--- src/rtl/ffmac_mul_sched.sv ---
// Dot-product sequencer for an external pipelined 7b x 32b multiplier.
// Optional feature macro FFMAC_SAT_EN: saturating accumulator with sticky res_sat.
module ffmac_mul_sched #(
    parameter int unsigned A_W     = 7,
    parameter int unsigned B_W     = 32,
    parameter int unsigned P_W     = 39,
    parameter int unsigned ACC_W   = 48,
    parameter int unsigned MUL_LAT = 2,
    parameter int unsigned CNT_W   = 16
) (
    input  logic             clk,
    input  logic             reset,
    input  logic             start,
    input  logic [CNT_W-1:0] len,
    output logic             busy,
    input  logic             in_valid,
    output logic             in_ready,
    input  logic [A_W-1:0]   in_a,
    input  logic [B_W-1:0]   in_b,
    output logic             mul_ce,
    output logic [A_W-1:0]   mul_a,
    output logic [B_W-1:0]   mul_b,
    input  logic [P_W-1:0]   mul_p,
    output logic             res_valid,
    input  logic             res_ready,
    output logic [ACC_W-1:0] res_data,
    output logic             res_sat
);

    typedef enum logic [1:0] {
        IDLE,
        RUN,
        DRAIN,
        HOLD
    } state_t;

    state_t             state;
    state_t             state_nxt;
    logic [CNT_W-1:0]   cnt;
    logic [CNT_W-1:0]   cnt_inc;
    logic [CNT_W-1:0]   len_q;
    logic [MUL_LAT-1:0] tag;
    logic [ACC_W-1:0]   acc;
    logic [ACC_W-1:0]   acc_sum;
    logic [ACC_W-1:0]   p_ext;
    logic               hs;
    logic               acc_en;
    logic               start_ok;

    assign hs       = in_valid & in_ready;
    assign cnt_inc  = cnt + CNT_W'(1);
    assign p_ext    = {{(ACC_W-P_W){mul_p[P_W-1]}}, mul_p};
    // The oldest tag bit lines up with the product leaving the multiplier.
    assign acc_en   = mul_ce & tag[MUL_LAT-1];
    assign start_ok = (state == IDLE) & start;
    assign res_data = acc;

    always_comb begin
        state_nxt = state;
        in_ready  = 1'b0;
        mul_ce    = 1'b0;
        res_valid = 1'b0;
        busy      = 1'b1;
        mul_a     = '0;
        mul_b     = '0;
        unique case (state)
            IDLE: begin
                busy = 1'b0;
                if (start) begin
                    state_nxt = (len != '0) ? RUN : HOLD;
                end
            end
            RUN: begin
                in_ready = 1'b1;
                mul_ce   = 1'b1;
                mul_a    = in_a;
                mul_b    = in_b;
                if (hs && (cnt_inc == len_q)) begin
                    state_nxt = DRAIN;
                end
            end
            DRAIN: begin
                mul_ce = 1'b1;
                if (tag[MUL_LAT-1] && (tag[MUL_LAT-2:0] == '0)) begin
                    state_nxt = HOLD;
                end
            end
            HOLD: begin
                res_valid = 1'b1;
                if (res_ready) begin
                    state_nxt = IDLE;
                end
            end
            default: state_nxt = IDLE;
        endcase
    end

`ifdef FFMAC_SAT_EN
    logic [ACC_W:0] sum_w;
    logic           ovf;
    logic           sat;

    // One guard bit: overflow whenever the two top bits of the sum disagree.
    assign sum_w   = {acc[ACC_W-1], acc} + {p_ext[ACC_W-1], p_ext};
    assign ovf     = sum_w[ACC_W] ^ sum_w[ACC_W-1];
    assign acc_sum = !ovf         ? sum_w[ACC_W-1:0] :
                     sum_w[ACC_W] ? {1'b1, {(ACC_W-1){1'b0}}} :
                                    {1'b0, {(ACC_W-1){1'b1}}};
    assign res_sat = sat;

    always_ff @(posedge clk or posedge reset) begin
        if (reset) begin
            sat <= 1'b0;
        end else if (start_ok) begin
            sat <= 1'b0;
        end else if (acc_en && ovf) begin
            sat <= 1'b1;
        end
    end
`else
    assign acc_sum = acc + p_ext;
    assign res_sat = 1'b0;
`endif

    always_ff @(posedge clk or posedge reset) begin
        if (reset) begin
            state <= IDLE;
            acc   <= '0;
            cnt   <= '0;
            len_q <= '0;
            tag   <= '0;
        end else begin
            state <= state_nxt;
            if (start_ok) begin
                acc <= '0;
                cnt <= '0;
                if (len != '0) begin
                    len_q <= len;
                end
            end else if (acc_en) begin
                acc <= acc_sum;
            end
            if (hs) begin
                cnt <= cnt_inc;
            end
            if (mul_ce) begin
                tag <= {tag[MUL_LAT-2:0], hs};
            end
        end
    end

endmodule

--- config.mk ---
export PLATFORM = sky130hd
export DESIGN_NAME = ffmac_mul_sched
export DESIGN_NICKNAME = d
export VERILOG_FILES = /design/src/rtl/ffmac_mul_sched.sv
export SDC_FILE = /design/constraint.sdc
export NUM_CORES = 1
export LEC_CHECK = 0
export BUFFER_PORTS_ARGS = -buffer_cell sky130_fd_sc_hd__buf_2
export CAP_MARGIN = 20
export CORE_MARGIN = 2
export CORE_UTILIZATION = 50
export DETAILED_ROUTE_END_ITERATION = 10
export PLACE_DENSITY = 0.77
export SETUP_SLACK_MARGIN = 0.4
export SYNTH_ARGS = -nofsm -noshare
export SYNTH_HDL_FRONTEND = slang
export SYNTH_SLANG_ARGS = --single-unit
--- constraint.sdc ---
create_clock -name clk -period 3.6 [get_ports clk]
set_clock_uncertainty 0.15 [all_clocks]
set_input_delay 0.18 -clock clk [delete_from_list [all_inputs] [get_ports clk]]
set_output_delay 0.18 -clock clk [all_outputs]
set_load 0.02 [all_outputs]
* Word-level counts from Yosys, hierarchy flattened
Cells that the tools add are included.
** Word-level totals
- Flip-flop bits (word level) :: 84
- Bits in latches :: 0
- RAM bits :: 0
- ROM bits :: 0
- Bits of input ports :: 99
- Word-level logic and storage cells :: 44
- Memories :: 0
** Operators by class
- Add/subtract/negate cells :: 2
- Multiply operators :: 0
- Divide/modulo/power cells :: 0
- $lt $le $gt $ge :: 0
- Eq/ne operators :: 8
- Shift-type cells :: 0
- Muxes and demuxes :: 16
- Bitwise gates (word level) :: 4
- Reductions and logical operators :: 9
** Operator list (count)
- $mux 48 :: 2
- $add 48x48->48 :: 1
- $mux 16 :: 2
- $mux 32 :: 1
- $add 16x1->16 const B :: 1
- $eq 16x16->1 :: 1
- $reduce_bool 16->1 :: 1
- $mux 2 :: 5
- $ne 2x2->1 const B :: 4
- $pmux 2 s4 :: 1
- $mux 7 :: 1
- $eq 2x2->1 const B :: 2
- $mux 1 :: 4
- $reduce_and 4->1 :: 1
- $reduce_bool 2->1 :: 2
- $and 1x1->1 :: 3
- $eq 2x1->1 const B :: 1
- $logic_and 1x1->1 :: 2
- $logic_not 2->1 :: 1
- $reduce_and 2->1 :: 1
- $reduce_or 2->1 :: 1
- $not 1->1 :: 1

* Longest topological paths before layout
- Depth in word-level cells :: 6
- Gate-level depth with buffers :: 11
- Gate-level depth less buffers :: 11

* Worst setup path before layout
OpenSTA, ideal clock, no wires.
- Path kind :: register -> register
- From :: register acc[0], in the netlist res_data[0]
- To :: register acc[40], in the netlist res_data[40]
- Setup time :: 0.087 ns
- Data arrival time :: 3.027 ns
- Slack :: 0.337 ns
- Cell stages (with the launch flop) :: 12
- Path through :: dfrtp_1 ha_1 fa_1 a211oi_1 or4b_4 a21oi_4 o22ai_2 or4_4 a211oi_2 or2_2 a2111oi_1 a211oi_2
** On the way
- Word-level cells in the longest chain between the ends :: 3
** Ends and longest elaborated chain
- start: declaration :: line 43 : logic [ACC_W-1:0] acc;
- start signal: assignment :: line 141 : acc <= acc_sum;
- $add 48x48->48 :: line 121 : assign acc_sum = acc + p_ext;
- $mux 48 :: line 140 : end else if (acc_en) begin
- $mux 48 :: line 134 : if (start_ok) begin
Every way passes these cells. The select of a mux whose other input is x is not followed.
A chain may end at the register's enable or synchronous reset.

* Worst setup path after layout
- From :: register acc[9], in the netlist res_data[9]
- To :: register acc[40], in the netlist res_data[40]
The elaborated chain is that of the path after synthesis.

==> flow_summary.toml <==
[status]
outcome = "completed"

[cells_and_area]
area_growth_pct = 27.1
nets = 1192
drive_gt1_share_pct = 28.3
instances_no_fill = 1220
final_util_pct = 65.9
antennaDiodeCount = 0

[power_and_ir_drop]
p_leak_nw = 4.30
finalPower_mw = 6.93
p_per_area_nw_per_um2 = 788
vdd_drop_max_v = 0.000374

[cts]
h-tree-depth = 3
clk_latency_ps = 360
cts.sink_count = 84
cts_buffers = 9
cts.clk_slew.worst_paths_ps = 70
cts_buffer_depth = 2
root_buffer = "clkbuf_16"
cts_tree = "built"

[critical_path]
reg2reg_to = "res_data[40]"
startpoint_type = "register"
crit_path_start = "res_data[9]"
cp.arrival_ps = 3340
rr_startpoint = "res_data[9]"
setup.worst_path.end_class = "register"
path_max_fanout = 5
critPathRequiredTime_ps = 3730
rrSetupSlack_ps = 390
ff2ff_path_depth = 10
crit_path_end = "res_data[40]"
worstSetupPathType = "reg2reg"

[global_routing]
grt_pass1_vias = 6534
grt_max_degree = 43
grt_pass1_wl_um = 32500
overflow = 0
grt_use_total_pct = 27.5
grt_antenna_before_repair = 0

[detailed_routing]
via_count = 7156
wirelength_um = 20300
routedWlPerCell_um = 16.6
m1WireLength_um = 9090
wl_met3_um = 1200
drtIter0Drc = 596
dr_wl_met2_um = 9550
via_per_inst = 5.87
postRouteAntennaNets = 0
top_layer = "met4"
drt_pass1_iterations = 5
drc_errors = 0

[logic_synthesis]
synth_top_flop_cell = "dfrtp_1"
synthArstFlopShare_pct = 100
synth_cells = 835
yosys.area.top_type = "dfrtp_1"
postSynthAreaPerCell_sq_um = 8.28
yosysWarnings = 0
yosys_register_bits = 84
synth_area_sq_um = 6910
synthTopCellsByArea = "dfrtp_1, ha_1, nand2_1"
yosys.area.top_type_share_pct = 30.4
synth_edf_count = 0
ys_seq_area_share_pct = 30.4
yosysUniqueCellTypes = 66
syn_nets = 988

[sta]
rsz0062_at_grt = "yes"
relSlewSlack_pct = 33.6
fin_crit_ps = 3210
final-hold-violation-count = 0
fin_ws_ps = 388
tightest_slew_ps = 993
setup_viol = 0
slew_violations = 0
fin_tns_setup_ps = 0
fmax_mhz = 311
fin_crit_sh_pct = 89.2

[placed_design]
place.detailed.hpwl_um = 14700
place.gp.congestion = 0.947
pre_cts_slack_ps = 164
dp.cells = 1179
io_buffers = 189

[floorplanning]
die-area_sq_um = 14800
core_sq_um = 13300
num_rows = 42
die_x_um = 122
boundaryPins = 191
die_h_um = 122
start_util_pct = 51.8

[run]
maxCapViolations = 0

[worst_hold_path]
min_path_type = "in2reg"
worst_hold_startpoint = "start"
-- how the worst min path moves through the flow --
stage	slack [ps]	to	cells past startpoint
global route	110	res_data[0]	4
CTS	100	res_data[0]	4
finish	100	state[1]	3
global placement	60	len_q[14]	2
detailed placement	60	len_q[14]	2
floorplan	180	len_q[10]	1
-- power breakdown --
group | leakage, nW | total (mW) | switching [mW] | internal [mW]
Clock | 0.136 | 0.959 | 0.418 | 0.542
Sequential | 1.10 | 1.61 | 0.325 | 1.28
Combinational | 3.06 | 4.36 | 2.63 | 1.73
Total | 4.30 | 6.93 | 3.37 | 3.55
-- cells in the final DEF (no fill, tap or decap), types with 16 or more instances in the layout --
cell,netlist,layout
nand3_1,17,16
nor3_1,16,16
buf_2,3,189
nor2_1,51,50
a21oi_1,81,79
dlygate4sd3_1,0,17
nand2_1,109,109
dfrtp_1,84,82
mux2_2,17,17
xnor2_1,21,21
a21o_1,32,32
buf_4,1,23
and2_1,46,46
xor2_1,29,29
o21ai_0,65,61
ha_1,53,44
-- per-layer routing --
metal	vias up	global-route usage, %
met5	-	0
met4	0	9.55
li1	3448	-
met2	288	44.2
met1	3393	37.7
met3	27	4.87
-- critical path, cell delays in order (launching register included) --
cell and delay (ps):
dfrtp_1 420, ha_4 310, nand4_1 140, or4b_4 580, a21oi_4 170, o22ai_2 110
or4_4 530, a211oi_4 250, or2_4 170, a2111oi_1 80, a211oi_2 220
-- repair_timing --
action	CTS	global route
hold endpoints to repair	40	0
setup endpoints to repair	20	18
pin swaps	6	12
setup buffers	2	6
resized for setup	21	16
hold buffers	17	0
-- kinds of logic (layout without fill, tap and decap cells) --
family	after synthesis	after routing	share of synthesized area [%]
simple gates	308	308	22.4
flops	84	84	30.4
other cells	1	1	0.0542
compound gates	259	259	23.8
fa+ha+maj	54	54	9.88
buf+inv	52	261	2.93
mux	27	27	4.22
xor+xnor	50	50	6.33
-- stage by stage --
| stage | area (sq um) | hold slack, ps |
|---|---|---|
| after floorplan | 6910 | 182 |
| after global placement | 8050 | 57.6 |
| after detailed placement | 8050 | 57.5 |
| after CTS | 8680 | 100 |
| after global routing | 8790 | 107 |
| final | 8790 | 102 |
-- cell usage after synthesis (5+ instances only) --
library cell,number
a21oi_1,81
a211oi_1,18
a21o_1,32
mux2i_1,10
nor2_1,51
dfrtp_1,84
o2111ai_1,5
or2_2,9
nand2_1,109
and2_1,46
o21bai_1,5
nor3_1,16
nor4_1,7
a31oi_1,8
nand4_1,13
xnor2_1,21
nand2b_1,6
mux2_2,17
o21ai_0,65
ha_1,53
o31ai_1,9
inv_1,16
nand3b_1,6
clkbuf_1,28
xor2_1,29
and3_1,6
nand3_1,17
-- flip-flops by register name, indices dropped and copies added, names as in the netlist --
| signal | flops |
|---|---|
| len_q | 16 |
| cnt | 16 |
| tag | 2 |
| res_data | 48 |
| state | 2 |
-- cell type report --
type	count	area [sq um]
clock inverter	5	62.6
tap	176	220
inverter	16	61.3
multi-input combinational	699	4820
sequential	84	2100
fill	1109	4560
clock buffer	11	233
timing repair buffer	229	1290
Power figures use the tool's default switching activity.
